[config.mk]
export PLATFORM = sky130hd
export DESIGN_NAME = pwm_seq_ctrl
export DESIGN_NICKNAME = d
export VERILOG_FILES = /design/src/rtl/pwm_seq_ctrl.sv
export SDC_FILE = /design/constraint.sdc
export NUM_CORES = 1
export LEC_CHECK = 0
export ABC_AREA = 0
export BUFFER_PORTS_ARGS = -buffer_cell sky130_fd_sc_hd__buf_2
export CAP_MARGIN = 30
export CORE_MARGIN = 3
export CORE_UTILIZATION = 50
export DETAILED_ROUTE_END_ITERATION = 10
export MAX_ROUTING_LAYER = met4
export PLACE_DENSITY = 0.73
export SETUP_SLACK_MARGIN = 0.5
export SKIP_CTS_REPAIR_TIMING = 1
export SYNTH_ARGS = -nofsm -noshare
export SYNTH_HDL_FRONTEND = slang
export SYNTH_SLANG_ARGS = --single-unit
[constraint.sdc]
create_clock -name clk_256M -period 4.83 [get_ports clk_256M]
set_clock_uncertainty 0.2 [all_clocks]
set_input_delay 0.2415 -clock clk_256M [delete_from_list [all_inputs] [get_ports clk_256M]]
set_output_delay 0.2415 -clock clk_256M [all_outputs]
set_load 0.005 [all_outputs]
[src/rtl/pwm_seq_ctrl.sv]
// Tone sequencer: plays a host-written table of (frequency code, duration) entries
// on 256-cycle PWM period boundaries and gates the PWM generator through pwm_en_o.
module pwm_seq_ctrl #(
    parameter int DEPTH = 16,
    parameter int DUR_W = 12,
    parameter int IW    = $clog2(DEPTH)
) (
    input  logic             clk_256M,
    input  logic             rst_n,
    input  logic             wr_en,
    input  logic [IW-1:0]    wr_addr,
    input  logic [2:0]       wr_freq,
    input  logic [DUR_W-1:0] wr_dur,
    input  logic [IW-1:0]    seq_last,
    input  logic             loop_i,
    input  logic             start,
    input  logic             stop,
    output logic [2:0]       freq_o,
    output logic             pwm_en_o,
    output logic             busy_o,
    output logic             done_o,
    output logic [IW-1:0]    idx_o
);

    localparam logic [1:0]       ST_IDLE = 2'd0;
    localparam logic [1:0]       ST_PLAY = 2'd1;
    localparam logic [1:0]       ST_DONE = 2'd2;
    localparam logic [7:0]       PRD_MAX = 8'd255;
    localparam logic [DUR_W-1:0] REM_ONE = DUR_W'(1);
    localparam logic [IW-1:0]    IDX_ONE = IW'(1);

    logic [2:0]       tbl_freq_q [DEPTH];
    logic [DUR_W-1:0] tbl_dur_q  [DEPTH];

    logic [1:0]       state_q,  state_d;
    logic [7:0]       prd_q,    prd_d;
    logic [DUR_W-1:0] rem_q,    rem_d;
    logic [IW-1:0]    idx_q,    idx_d;
    logic [IW-1:0]    last_q,   last_d;
    logic [2:0]       freq_q,   freq_d;
    logic             en_q,     en_d;
    logic             busy_q,   busy_d;
    logic             done_q,   done_d;
    logic [IW-1:0]    fetch_idx_s;
    logic             fetch_s;

    // A zero duration still plays one full PWM period.
    function automatic logic [DUR_W-1:0] dur_min1(input logic [DUR_W-1:0] dur);
        if (dur == {DUR_W{1'b0}}) begin
            return REM_ONE;
        end else begin
            return dur;
        end
    endfunction

    // Table storage, deliberately outside reset so contents survive rst_n.
    always_ff @(posedge clk_256M) begin
        if (wr_en) begin
            tbl_freq_q[wr_addr] <= wr_freq;
            tbl_dur_q[wr_addr]  <= wr_dur;
        end
    end

    // Next-state and output computation for the sequencer.
    always_comb begin
        state_d     = state_q;
        prd_d       = prd_q;
        rem_d       = rem_q;
        idx_d       = idx_q;
        last_d      = last_q;
        freq_d      = freq_q;
        en_d        = en_q;
        busy_d      = busy_q;
        done_d      = 1'b0;
        fetch_s     = 1'b0;
        fetch_idx_s = {IW{1'b0}};

        case (state_q)
            ST_IDLE: begin
                if (start && !stop) begin
                    state_d = ST_PLAY;
                    last_d  = seq_last;
                    prd_d   = 8'd0;
                    en_d    = 1'b1;
                    busy_d  = 1'b1;
                    fetch_s = 1'b1;
                end else begin
                    state_d = ST_IDLE;
                end
            end
            ST_PLAY: begin
                prd_d = prd_q + 8'd1;
                if (prd_q == PRD_MAX) begin
                    if (rem_q > REM_ONE) begin
                        rem_d = rem_q - REM_ONE;
                    end else if (idx_q != last_q) begin
                        fetch_s     = 1'b1;
                        fetch_idx_s = idx_q + IDX_ONE;
                    end else if (loop_i) begin
                        fetch_s     = 1'b1;
                    end else begin
                        state_d = ST_DONE;
                        en_d    = 1'b0;
                        busy_d  = 1'b0;
                        done_d  = 1'b1;
                    end
                end else begin
                    rem_d = rem_q;
                end
            end
            ST_DONE: begin
                state_d = ST_IDLE;
            end
            default: begin
                state_d = ST_IDLE;
                en_d    = 1'b0;
                busy_d  = 1'b0;
            end
        endcase

        if (fetch_s) begin
            idx_d  = fetch_idx_s;
            freq_d = tbl_freq_q[fetch_idx_s];
            rem_d  = dur_min1(tbl_dur_q[fetch_idx_s]);
        end else begin
            idx_d = idx_d;
        end

        // Abort overrides everything; freq and index are left frozen.
        if (stop) begin
            state_d = ST_IDLE;
            idx_d   = idx_q;
            freq_d  = freq_q;
            rem_d   = rem_q;
            en_d    = 1'b0;
            busy_d  = 1'b0;
            done_d  = 1'b0;
        end else begin
            state_d = state_d;
        end
    end

    // Sequencer state and registered outputs.
    always_ff @(posedge clk_256M or negedge rst_n) begin
        if (!rst_n) begin
            state_q <= ST_IDLE;
            prd_q   <= 8'd0;
            rem_q   <= {DUR_W{1'b0}};
            idx_q   <= {IW{1'b0}};
            last_q  <= {IW{1'b0}};
            freq_q  <= 3'd0;
            en_q    <= 1'b0;
            busy_q  <= 1'b0;
            done_q  <= 1'b0;
        end else begin
            state_q <= state_d;
            prd_q   <= prd_d;
            rem_q   <= rem_d;
            idx_q   <= idx_d;
            last_q  <= last_d;
            freq_q  <= freq_d;
            en_q    <= en_d;
            busy_q  <= busy_d;
            done_q  <= done_d;
        end
    end

    assign freq_o   = freq_q;
    assign pwm_en_o = en_q;
    assign busy_o   = busy_q;
    assign done_o   = done_q;
    assign idx_o    = idx_q;

endmodule

# After elaboration in Yosys (flattened, before gate mapping)
# Memories as Yosys holds them, arrays and structs flattened. A register that Yosys moved wholly into a read port is not among the register bits.
# Index checks and enable logic that the tools add are counted.
dict set report op_classes {
  n_lt_le_gt_ge 1
  bitwise 1
  add_sub_neg 3
  eq_ne 11
  n_mux 39
  reduce_logical 15
}
# operator n
set ops {}
lappend ops {{2-to-1 mux 12 bit} 5}
lappend ops {{2-to-1 mux 1 bit} 20}
lappend ops {{2-to-1 mux 4 bit} 4}
lappend ops {{case mux 8 bit (2 select lines)} 1}
lappend ops {{!= test 3 bit, second input constant} 5}
lappend ops {{> comparator 12 x 1 -> 1 bit, second input constant} 1}
lappend ops {{logical NOT 12 bit} 1}
lappend ops {{subtractor 12 x 1 -> 12 bit, second input constant} 1}
lappend ops {{2-to-1 mux 2 bit} 5}
lappend ops {{adder 8 x 1 -> 8 bit, second input constant} 1}
lappend ops {{equality test 8 bit, second input constant} 1}
lappend ops {{2-to-1 mux 8 bit} 1}
lappend ops {{AND reduction 4 bit} 2}
lappend ops {{nonzero test 2 bit} 4}
lappend ops {{AND reduction 2 bit} 3}
lappend ops {{AND reduction 6 bit} 1}
lappend ops {{adder 4 x 1 -> 4 bit, second input constant} 1}
lappend ops {{!= test 2 bit, second input constant} 2}
lappend ops {{!= test 4 bit} 1}
lappend ops {{case mux 2 bit (2 select lines)} 1}
lappend ops {{case mux 1 bit (3 select lines)} 1}
lappend ops {{equality test 2 x 1 -> 1 bit, second input constant} 1}
lappend ops {{equality test 2 bit, second input constant} 1}
lappend ops {{logical NOT 1 bit} 2}
lappend ops {{other kinds (4)} 4}
dict set report word_totals {
  elab_cells 79
  ramBits 240
  register_bits 32
  memories 2
  input_bits 29
}
# memory depth word_bits rd rd_ports_with_merged_regs wr line_no
set mem_list {}
lappend mem_list {tbl_dur_q 16 12 1 0 1 33} ;# logic [DUR_W-1:0] tbl_dur_q [DEPTH];
lappend mem_list {tbl_freq_q 16 3 1 1 1 32} ;# logic [2:0] tbl_freq_q [DEPTH];

# Depth between registers and ports, before layout
# An unclocked memory read counts as a cell.
dict set report logic_depth {
  ltp_word 9
  depth_mapped 12
  depth_no_buf 10
}

# Least setup slack after synthesis
# No wires, ideal clock.
dict set report synth_timing {
  path_kind {reg2reg}
  startpoint {reg idx_q[1], in the netlist idx_o[1]}
  endpoint {reg rem_q[0]}
  period_less_slack_ns 3.150
  slack_ns 1.680
  arrival_time_ns 2.883
  setup_ns 0.066
  t_required_ns 4.564
  stages_incl_launch_ff 10
  path_cell_list {dfrtp_1 > ha_1 > buf_1 > clkbuf_1 > clkbuf_1 > mux4_2 > a221oi_1 > a21oi_1 > nor4_1 > a41o_1}
}
dict set report synth_between {
  elab_chain_cells 9
  word_cells_on_any_way 18
  cone_classes {1 x add/sub; 1 x eq/ne; 10 x mux; 5 x reduce/logical; 1 x memory}
}
# element line_no
set synth_rtl {}
lappend synth_rtl {{start, declared} 38} ;# logic [IW-1:0] idx_q, idx_d;
lappend synth_rtl {{start signal, assigned} 149} ;# idx_q <= {IW{1'b0}};
lappend synth_rtl {{start signal, assigned} 159} ;# idx_q <= idx_d;
lappend synth_rtl {{adder 4 x 1 -> 4 bit or != test 4 bit (tied branches)} {98, 96}}
lappend synth_rtl {{2-to-1 mux 4 bit} 96} ;# end else if (idx_q != last_q) begin
lappend synth_rtl {{2-to-1 mux 4 bit} 94} ;# if (rem_q > REM_ONE) begin
lappend synth_rtl {{2-to-1 mux 4 bit} 93} ;# if (prd_q == PRD_MAX) begin
lappend synth_rtl {{2-to-1 mux 4 bit} 78} ;# case (state_q)
lappend synth_rtl {{memory read (16 x 12 bit)} n/a}
lappend synth_rtl {{logical NOT 12 bit} 49} ;# if (dur == {DUR_W{1'b0}}) begin
lappend synth_rtl {{2-to-1 mux 12 bit} 49}
lappend synth_rtl {{2-to-1 mux 12 bit} 121} ;# if (fetch_s) begin
lappend synth_rtl {{end signal, assigned} 148} ;# rem_q <= {DUR_W{1'b0}};
lappend synth_rtl {{end signal, assigned} 158} ;# rem_q <= rem_d;
lappend synth_rtl {{end, declared} 37} ;# logic [DUR_W-1:0] rem_q, rem_d;
# Several ways; a longest one is shown, not always the timed one.
# A chain may end at the register's enable or synchronous reset.

# Final worst setup path
dict set report layout_timing {
  startpoint {reg prd_q[0]}
  endpoint {reg rem_q[1]}
}
dict set report layout_between {
  elab_chain_cells 7
  word_cells_on_any_way 13
  cone_classes {1 x eq/ne; 6 x mux; 5 x reduce/logical; 1 x memory}
}
# element line_no
set layout_rtl {}
lappend layout_rtl {{start, declared} 36} ;# logic [7:0] prd_q, prd_d;
lappend layout_rtl {{start signal, assigned} 157} ;# prd_q <= prd_d;
lappend layout_rtl {{equality test 8 bit *} 93}
lappend layout_rtl {{2-to-1 mux 4 bit} 93}
lappend layout_rtl {{2-to-1 mux 4 bit} 78}
lappend layout_rtl {{memory read (16 x 12 bit)} n/a}
lappend layout_rtl {{logical NOT 12 bit} 49}
lappend layout_rtl {{2-to-1 mux 12 bit} 49}
lappend layout_rtl {{2-to-1 mux 12 bit} 121}
# Mark *: on every way between the ends. The rest lies on a longest branch, timed or not.

==> impl_metrics.toml <==
[run_status]
outcome = "complete, but fails checks"
violations = "hold timing"

[timing]
hold_ws_ns = -0.0470
rsz0062_at_grt = "false"
min_period_over_period_pct = 79.0
tightest_slew_ns = 1.03
fmax_mhz = 262
max_slew_margin_pct = 31.0
fin_setup_tns_ns = 0
drv_slew = 0
finalCriticalPeriod_ns = 3.82
setup_viol = 0
finalHoldViolations = 4

[global_routing]
grt_pass1_vias = 6906
gr-usage-met2_pct = 32.4
grt_max_degree = 58
grt.met3_usage_pct = 3.83
busiest_layer = "met1"
antenna_found_initial = 0
met1_usage_pct = 33.3
grt_pass1_wl_um = 41100
gr-total-overflow = 0
grt_util_all_layers_pct = 22.5

[synthesis]
synthesis.area_um2 = 11500
ys_warn_count = 0
ys_seq_area_share_pct = 70.2
postSynthCellCount = 767
synth_edf_count = 240
ys_ff_latch = 275
syn_nets = 800
avgSynthCellArea_um2 = 15.0
synth_top_flop_cell = "edfxtp_1"
async_reset_ff_share_pct = 12.7
synth_cell_type_count = 65

[final_layout]
final_common_cell = "edfxtp_1"
regArea_um2 = 8080
final_net_count = 876
fillCellCount = 1626
diodes = 0
layout-drive-gt1-share_pct = 19.0
instances_no_fill = 1144
multi_input_area_um2 = 3260
final_cell_mix = "240 x edfxtp_1, 62 x nor2_1, 47 x nand2_1"
areaGrowthSynthToFinish_pct = 15.8

[placed_design]
dp.cells = 1071
numPortBuffers = 38
dpl.hpwl_um = 16700
place_congestion = 0.954

[cts]
clock-sinks = 275
cts_buffers = 28
cts_tree = "yes"
root_buffer = "clkbuf_16"
worstSkewPairLatency_ns = 0.54
cts_max_path_buffers = 3
htree_levels = 1
cts.clk_slew.worst_paths_ns = 0.06

[power_and_ir_drop]
swShare_pct = 21.5
p_clk_share_pct = 42.6
internal-power_mw = 4.23
power_density_nw_per_um2 = 404
p_total_mw = 5.39
combPwrFrac_pct = 6.0
p_switching_mw = 1.16
p_seq_share_pct = 51.4
ir_drop_uv = 326
leakagePower_nw = 4.47

[drt]
post-route-drc-count = 0
ant_nets = 0
vias = 7193
viasPerCell = 6.29
wire_per_inst_um = 23.8
dr.pass1.iters = 7
drtIter0Drc = 864
wl_um = 27200

[floorplan]
die_area_um2 = 24900
die_w_um = 158
die_y_um = 158
row_count = 54
core_area_um2 = 22200
io_pins = 39
initial_utilization_pct = 51.8

[critical_path]
crit_required_ns = 5.03
path_max_fanout = 12
worstSetupStartpointType = "flop"
end_kind = "flop"
worstPathArrival_ns = 4.02
cp_slowest_cell = "nor2_1"
critPathBufInv = 0
path_delay_family = "simple AND/OR/NAND/NOR gates"
cpPeakStageDelay_ns = 0.59
crit_chain = "ha_1 -> nand2_1 -> nor4_2 -> nand3_1 -> nor2_1 -> mux2_2 -> a211o_1 -> o211ai_1 -> o21ai_0"
crit_type = "reg2reg"

[min_path]
worstHoldPathType = "in2reg"

[run]
maxCapViolCount = 0
power groups by stage:
stage	Clock, mW	Combinational (mW)	Sequential, mW
after floorplan	0	0.198	2.80
after detailed placement	0	0.306	2.82
after global routing	2.43	0.358	2.78
final	2.30	0.324	2.77
after global placement	0	0.294	2.81
after CTS	2.33	0.308	2.77
cell families (layout without fill, tap and decap cells):
group | after synthesis | in the layout | synth area share, %
multiplexers | 65 | 65 | 8.90
buffers and inverters | 50 | 147 | 1.81
AND/OR/NAND/NOR | 190 | 190 | 8.11
adder cells (fa/ha/maj) | 4 | 4 | 0.435
flip-flops | 275 | 275 | 70.2
XOR/XNOR | 9 | 9 | 0.685
AO/OA/AOI/OAI | 174 | 174 | 9.86
cell type report:
cell class	count	area share (%)
inverter	10	0.282
clock buffer	31	5.50
clock inverter	20	1.94
tap	280	2.63
timing repair buffer	86	4.54
sequential	275	60.6
multi-input combinational	442	24.5
registers in the layout (all words and copies together), names as in the netlist:
signal / cells
busy_o: 1
idx_o: 4
done_o: 1
tbl_dur_q: 192
rem_q: 12
prd_q: 8
state_q: 2
last_q: 4
freq_o: 3
tbl_freq_q: 48
stage by stage:
stage | cell area, um2 | setup WS [ns] | util [%] | hold WS, ns
6_report | 13300 | 1.01 | 60.0 | -0.0470
5_1_grt | 13300 | 0.746 | 60.0 | 0.0107
2_1_floorplan | 11500 | 1.68 | - | -0.254
4_1_cts | 13100 | 1.06 | 59.0 | -0.396
3_3_place_gp | 12100 | 1.22 | 54.5 | 0.170
3_5_place_dp | 12100 | 1.05 | 54.5 | 0.164
tightest hold or removal path, cell delays in order:
cell	delay, ns
buf_2	0.07
nand2_1	0.07
a21oi_1	0.14
a31oi_1	0.05
nor2_1	0.08
synth_stat cells, drive strengths merged (3+ instances only):
| cell | number | area [um2] |
|---|---|---|
| edfxtp | 240 | 7210 |
| nor2 | 62 | 233 |
| nand2 | 48 | 188 |
| o21ai | 44 | 220 |
| a21oi | 36 | 180 |
| dfrtp | 35 | 876 |
| clkbuf | 29 | 109 |
| mux4 | 29 | 653 |
| mux2i | 27 | 270 |
| nor3 | 18 | 90.1 |
| o22ai | 18 | 113 |
| nand3 | 14 | 70.1 |
| buf | 11 | 62.6 |
| inv | 10 | 37.5 |
| or3 | 10 | 67.6 |
| mux2 | 9 | 101 |
| nand2b | 8 | 50.1 |
| a211oi | 7 | 52.6 |
| a22oi | 7 | 52.6 |
| a31oi | 7 | 43.8 |
| xnor2 | 6 | 52.6 |
| a21o | 5 | 37.5 |
| a221oi | 5 | 43.8 |
| o211ai | 5 | 37.5 |
| o311ai | 5 | 43.8 |
| ha | 4 | 50.1 |
| nand3b | 4 | 30.0 |
| nand4 | 4 | 25.0 |
| nor4 | 4 | 46.3 |
| or2 | 4 | 25.0 |
| a211o | 3 | 26.3 |
| and3 | 3 | 18.8 |
| o2111ai | 3 | 26.3 |
| o21a | 3 | 22.5 |
| o221ai | 3 | 26.3 |
| o22a | 3 | 26.3 |
| o32ai | 3 | 26.3 |
| xor2 | 3 | 26.3 |
routing by layer:
metal	part of all wire (%)	vias up
met5	0	-
met3	8.4	65
met2	45	362
met4	2.7	0
li1	-	3180
met1	44	3586
final timing paths:
path	startpoint	endpoint	slack, ns	depth (start not counted)
setup / recovery	prd_q[0]	rem_q[1]	1.01	9
hold / removal	start	busy_o	-0.05	5
setup reg to reg	prd_q[0]	rem_q[1]	1.01	9
hold reg to reg	prd_q[7]	prd_q[7]	0.29	1
max in group asynchronous	rst_n	idx_o[0]	3.74	2
min in group asynchronous	rst_n	prd_q[5]	0.14	2
Power figures use the tool's default switching activity.
